**src/rtl/intra_sched.sv**
```systemverilog
`default_nettype none
// ============================================================================
//  Module   : intra_sched
//  Purpose  : Frame-level sequencer for the intra-prediction residue path.
//             Walks every 4x4 block of a LENGTH x WIDTH frame in raster
//             order. For each block it starts the predictor, scans the
//             eight mode SADs serially to pick the best mode, streams that
//             mode's 16 residues to the residue frame buffer with pixel
//             addresses, and records the chosen mode in the mode table.
//  Ports    :
//    clk         rising-edge clock
//    reset       asynchronous active-low reset
//    start       begin a frame (honoured only while idle)
//    busy        high whenever the sequencer is not idle
//    frame_done  one-cycle pulse after the last block is written
//    pred_start  one-cycle pulse, predictor begins block pred_blk
//    pred_blk    current block number
//    pred_done   predictor results valid (held until next pred_start)
//    sad_idx     mode whose SAD is being read; sad_in is its SAD
//    res_mode    chosen mode, stable throughout the write phase
//    res_idx     residue index k = 4*i + j; res_in is that residue
//    wr_en       residue write request, accepted when wr_ready is high
//    wr_addr     pixel address of the residue beat
//    wr_data     residue beat (pass-through of res_in)
//    mode_we     mode-table write strobe
//    mode_addr   mode-table address (block number)
//    mode_data   mode-table data (chosen mode)
//  Revision : 1.0  initial release
// ============================================================================
module intra_sched #(
  parameter int LENGTH = 256,
  parameter int WIDTH  = 256,
  localparam int c_nblk = (LENGTH / 4) * (WIDTH / 4),
  localparam int c_bw   = $clog2(c_nblk),
  localparam int c_aw   = $clog2(LENGTH * WIDTH)
) (
  input  logic            clk,
  input  logic            reset,
  input  logic            start,
  output logic            busy,
  output logic            frame_done,
  output logic            pred_start,
  output logic [c_bw-1:0] pred_blk,
  input  logic            pred_done,
  output logic [2:0]      sad_idx,
  input  logic [11:0]     sad_in,
  output logic [2:0]      res_mode,
  output logic [3:0]      res_idx,
  input  logic [7:0]      res_in,
  output logic            wr_en,
  output logic [c_aw-1:0] wr_addr,
  output logic [7:0]      wr_data,
  input  logic            wr_ready,
  output logic            mode_we,
  output logic [c_bw-1:0] mode_addr,
  output logic [2:0]      mode_data
);

  // Number of block-column bits: a block number splits into {row, col}.
  localparam int             c_cb       = $clog2(WIDTH / 4);
  localparam logic [c_bw-1:0] c_last_blk = c_bw'(c_nblk - 1);

  typedef enum logic [2:0] {
    S_IDLE  = 3'd0,
    S_PRED  = 3'd1,
    S_CMP   = 3'd2,
    S_WRITE = 3'd3,
    S_NEXT  = 3'd4,
    S_DONE  = 3'd5
  } state_t;

  state_t          r_state;
  state_t          w_next;

  logic            r_pred_start;
  logic            r_mode_we;
  logic [c_bw-1:0] r_blk;
  logic [2:0]      r_sad_idx;
  logic [11:0]     r_best_sad;
  logic [2:0]      r_best_mode;
  logic [2:0]      r_res_mode;
  logic [3:0]      r_res_idx;

  logic            w_beat;
  logic            w_better;

  assign w_beat   = (r_state == S_WRITE) && wr_ready;
  // Strict compare: on a tie the earlier (lower) mode index is kept.
  assign w_better = (sad_in < r_best_sad);

  // --------------------------------------------------------------------------
  // State register
  // --------------------------------------------------------------------------
  always_ff @(posedge clk or negedge reset) begin
    if (!reset) begin
      r_state <= S_IDLE;
    end else begin
      r_state <= w_next;
    end
  end

  // --------------------------------------------------------------------------
  // Next-state logic
  // --------------------------------------------------------------------------
  always_comb begin
    w_next = r_state;
    case (r_state)
      S_IDLE:  if (start) w_next = S_PRED;
      S_PRED:  if (pred_done) w_next = S_CMP;
      S_CMP:   if (r_sad_idx == 3'd7) w_next = S_WRITE;
      S_WRITE: if (w_beat && (r_res_idx == 4'd15)) w_next = S_NEXT;
      S_NEXT:  w_next = (r_blk == c_last_blk) ? S_DONE : S_PRED;
      S_DONE:  w_next = S_IDLE;
      default: w_next = S_IDLE;
    endcase
  end

  // --------------------------------------------------------------------------
  // Datapath registers
  // --------------------------------------------------------------------------
  always_ff @(posedge clk or negedge reset) begin
    if (!reset) begin
      r_pred_start <= 1'b0;
      r_mode_we    <= 1'b0;
      r_blk        <= '0;
      r_sad_idx    <= 3'd0;
      r_best_sad   <= 12'd0;
      r_best_mode  <= 3'd0;
      r_res_mode   <= 3'd0;
      r_res_idx    <= 4'd0;
    end else begin
      // Strobes mark the first cycle of their state; registering them on
      // the transition keeps every output free of input-to-output paths.
      r_pred_start <= (w_next == S_PRED)  && (r_state != S_PRED);
      r_mode_we    <= (w_next == S_WRITE) && (r_state != S_WRITE);

      case (r_state)
        S_IDLE: begin
          if (start) begin
            r_blk <= '0;
          end
        end
        S_CMP: begin
          // Wraps 7 -> 0, leaving the index ready for the next block.
          r_sad_idx <= r_sad_idx + 3'd1;
          if ((r_sad_idx == 3'd0) || w_better) begin
            r_best_sad  <= sad_in;
            r_best_mode <= r_sad_idx;
          end
          if (r_sad_idx == 3'd7) begin
            r_res_mode <= w_better ? 3'd7 : r_best_mode;
          end
        end
        S_WRITE: begin
          // Wraps 15 -> 0 on the final accepted beat.
          if (w_beat) begin
            r_res_idx <= r_res_idx + 4'd1;
          end
        end
        S_NEXT: begin
          if (r_blk != c_last_blk) begin
            r_blk <= r_blk + c_bw'(1);
          end
        end
        default: begin
        end
      endcase
    end
  end

  // --------------------------------------------------------------------------
  // Outputs
  // --------------------------------------------------------------------------
  assign busy       = (r_state != S_IDLE);
  assign frame_done = (r_state == S_DONE);
  assign wr_en      = (r_state == S_WRITE);
  assign pred_start = r_pred_start;
  assign pred_blk   = r_blk;
  assign sad_idx    = r_sad_idx;
  assign res_mode   = r_res_mode;
  assign res_idx    = r_res_idx;
  assign mode_we    = r_mode_we;
  assign mode_addr  = r_blk;
  assign mode_data  = r_res_mode;
  assign wr_data    = res_in;

  // With power-of-two dimensions the pixel address
  //   (4*row + i)*WIDTH + 4*col + j
  // is a plain bit concatenation {row, i, col, j}.
  assign wr_addr = {r_blk[c_bw-1:c_cb], r_res_idx[3:2],
                    r_blk[c_cb-1:0],    r_res_idx[1:0]};

endmodule
`default_nettype wire

```
**config.mk**
```make
export PLATFORM = sky130hd
export DESIGN_NAME = intra_sched
export DESIGN_NICKNAME = d
export VERILOG_FILES = /design/src/rtl/intra_sched.sv
export SDC_FILE = /design/constraint.sdc
export NUM_CORES = 1
export LEC_CHECK = 0
export ABC_AREA = 0
export CAP_MARGIN = 20
export CORE_MARGIN = 5
export CORE_UTILIZATION = 46
export DETAILED_ROUTE_END_ITERATION = 7
export PLACE_DENSITY_LB_ADDON = 0.25
export SLEW_MARGIN = 5
export SYNTH_ARGS = -nofsm -noshare
export SYNTH_HDL_FRONTEND = slang
export SYNTH_SLANG_ARGS = --single-unit
```
**constraint.sdc**
```tcl
create_clock -name clk -period 2.75 [get_ports clk]
set_clock_uncertainty 0.05 [all_clocks]
set_input_delay 0.55 -clock clk [delete_from_list [all_inputs] [get_ports clk]]
set_output_delay 0.55 -clock clk [all_outputs]
set_load 0.03 [all_outputs]
```
==> reports/metrics.cfg <==
[worst_setup_path]
crit_chain=or2b_1 -> nor2_1 -> clkdlybuf4s50_1
cpPeakStageDelay_ns=0.69
slowest_stage=clkdlybuf4s50_1
path_buf_inv=1
crit_type=flop to primary output
cp_max_fo=10
worst_ep_required_time_ns=2.15
path_delay_family=buffers and inverters
endpoint_kind=primary output
worstPathArrival_ns=1.90
startpoint_type=flop

[yosys]
synth.top_cell.area_share_pct=38.3
synth_edf_count=0
synth_area_mm2=0.00274
synth-simple-area-share_pct=16.9
postSynthCellCount=298
syn_area_per_cell_um2=9.20
synth.mux.area_fraction_pct=0.821
synth_xor_area_share_pct=3.51
synth_compound_area_share_pct=16.8
synth-main-ff-cell=dfrtp_1
synth_warnings=0
async_flop_share_pct=100
synth_common_cells=dfrtp_1, buf_4, nand2_1
synth_top_family_by_area=simple AND/OR/NAND/NOR gates
ys_ff_latch=42
ys_types=47
synthTopCellsByArea=dfrtp_1, buf_4, ha_1
synthAdderAreaFrac_pct=7.30
ys_seq_area_share_pct=38.3
synth_top_area_cell=dfrtp_1
syn_nets=339
synth.most_common_cell=dfrtp_1

[placement]
io_buffer_count=74
dpl_cell_area_mm2=0.00327
dpl.hpwl_um=4440
globalplace.congestion=0.784

[floorplanning]
rows=28
die_x_um=87.2
dieArea_mm2=0.00761
start_util_pct=46.9
coreArea_mm2=0.00585
boundaryPins=91
die_h_um=87.2

[drt]
dr.pass1.iters=4
viasPerCell=5.25
drt_iter0_drc=107
wire_per_inst_um=14.4
drtAntennaViolNets=0
route.detailed.drc=0
drt-total-wl_um=6000
num_vias=2186

[clock_network]
clock_latency_ns=0.29
post_cts_resize_count=0
cts_sinks=42
cts_buffers=5
htreeDepth=2
clock-root-buffer=clkbuf_8
post_cts_buffers=0
ctsLongestPathBuffers=2
ctsHoldBuffers=0
path_clk_slew_ns=0.08
cts_tree=done

[layout]
seqCellArea_mm2=0.00105
multi_input_area_mm2=0.00124
fillers=536
final_nets=381
final_layout_size_suffix_gt1_share_pct=8.50
final_area_mm2=0.00340
area_growth_pct=23.9
diodes=0

[sta]
rsz0062_at_grt=no
setup_violations=0
finalCriticalPeriod_ns=2.50
relSlewSlack_pct=54.0
finalCritPeriodShare_pct=90.9
max_freq_mhz=400
timing.hold.ws_ns=0.0379
tightest_slew_ns=0.685
hold_viol=0
maxSlewViolCount=0

[grt]
antenna_found_initial=0
grt_pass1_wl_um=10000
grt_start_max_net_pins=43
overflow=0
grt_usage_pct=16.4
grt_pass1_vias=2141

[power_and_ir_drop]
p_total_w=0.00338
p_clk_share_pct=13.8
power_density_mw_per_mm2=996
p_switching_w=0.00147
internal-power_w=0.00191
p_leak_nw=1.45
swShare_pct=43.6
share_seq_of_total_power_pct=31.3
pwr-share-comb_pct=54.9
peakVddDrop_v=0.000632

[worst_hold_path]
min_path_type=input port to asynchronous set/reset pin

[flow_run]
maxCapViolCount=0

[status]
outcome=complete, no violations

[per-layer routing]
layer	global-route usage [%]	vias to the layer above	part of all wire [%]
met5	0	-	0
met4	5.16	0	0.90
met3	3.12	4	5.2
met2	27.2	56	48
met1	21.6	1040	45
li1	-	1086	-
[registers in the layout, indices dropped and copies added, names as in the netlist]
name and cells:
mode_addr 12, r_best_sad 12, res_idx 4, mode_data 3
r_best_mode 3, r_state 3, sad_idx 3, mode_we 1
pred_start 1
[power by group through the flow]
stage | registers (W) | clock network [W] | logic, W
2_1_floorplan | 0.00117 | 0 | 0.00130
3_3_place_gp | 0.00107 | 0 | 0.00182
3_5_place_dp | 0.00106 | 0 | 0.00188
4_1_cts | 0.00106 | 0.000478 | 0.00188
5_1_grt | 0.00110 | 0.000499 | 0.00207
6_report | 0.00106 | 0.000466 | 0.00186
[cell usage in the layout, fill, tap and decap left out, types with 2 or more instances in the layout]
master	instances
or3_1	2
a221o_1	14
ha_1	16
clkbuf_8	8
xnor2_1	10
dfrtp_1	42
nand4_1	7
mux2_2	2
clkdlybuf4s50_1	73
nand2_1	33
a21oi_1	7
o21ai_1	2
nand3_1	6
inv_1	22
o311ai_0	3
a211oi_1	3
o21a_1	2
nor2_1	27
nor4_1	3
buf_4	8
nor3_1	4
o21ai_0	18
a22o_1	4
[through the flow]
stage               setup WS (ns)  utilization (%)  cells  TNS (ns)
floorplan                   0.536                -    298         0
global placement           0.0654             55.8    407         0
detailed placement       -0.00164             55.8    407  -0.00164
CTS                         0.235             57.7    415         0
global route                0.147             58.1    416         0
finish                      0.251             58.1    416         0
[area by class of cell]
class                      instances  share of cell area (%)
sequential                        42                    30.9
timing repair buffer              83                    24.0
tap                               75                    2.76
inverter                          22                    2.43
multi-input combinational        186                    36.6
clock buffer                       8                    3.24
[worst paths after layout]
| check | startpoint | end | slack (ns) | cells past startpoint |
|---|---|---|---|---|
| max | r_state[1] | wr_en | 0.25 | 3 |
| min | reset | sad_idx[1] | 0.04 | 1 |
| max reg2reg | mode_addr[0] | mode_addr[0] | 0.56 | 6 |
| min reg2reg | r_best_sad[10] | r_best_sad[10] | 0.47 | 1 |
| max in group asynchronous | reset | r_best_sad[11] | 2.17 | 2 |
| min in group clk | r_best_sad[10] | r_best_sad[10] | 0.47 | 1 |
[cells by family after synthesis]
| family | after synthesis |
|---|---|
| simple gates | 96 |
| flops | 42 |
| xor+xnor | 11 |
| mux | 2 |
| buf+inv | 70 |
| fa+ha+maj | 16 |
| compound gates | 61 |
(Power assumes the default switching activity.)
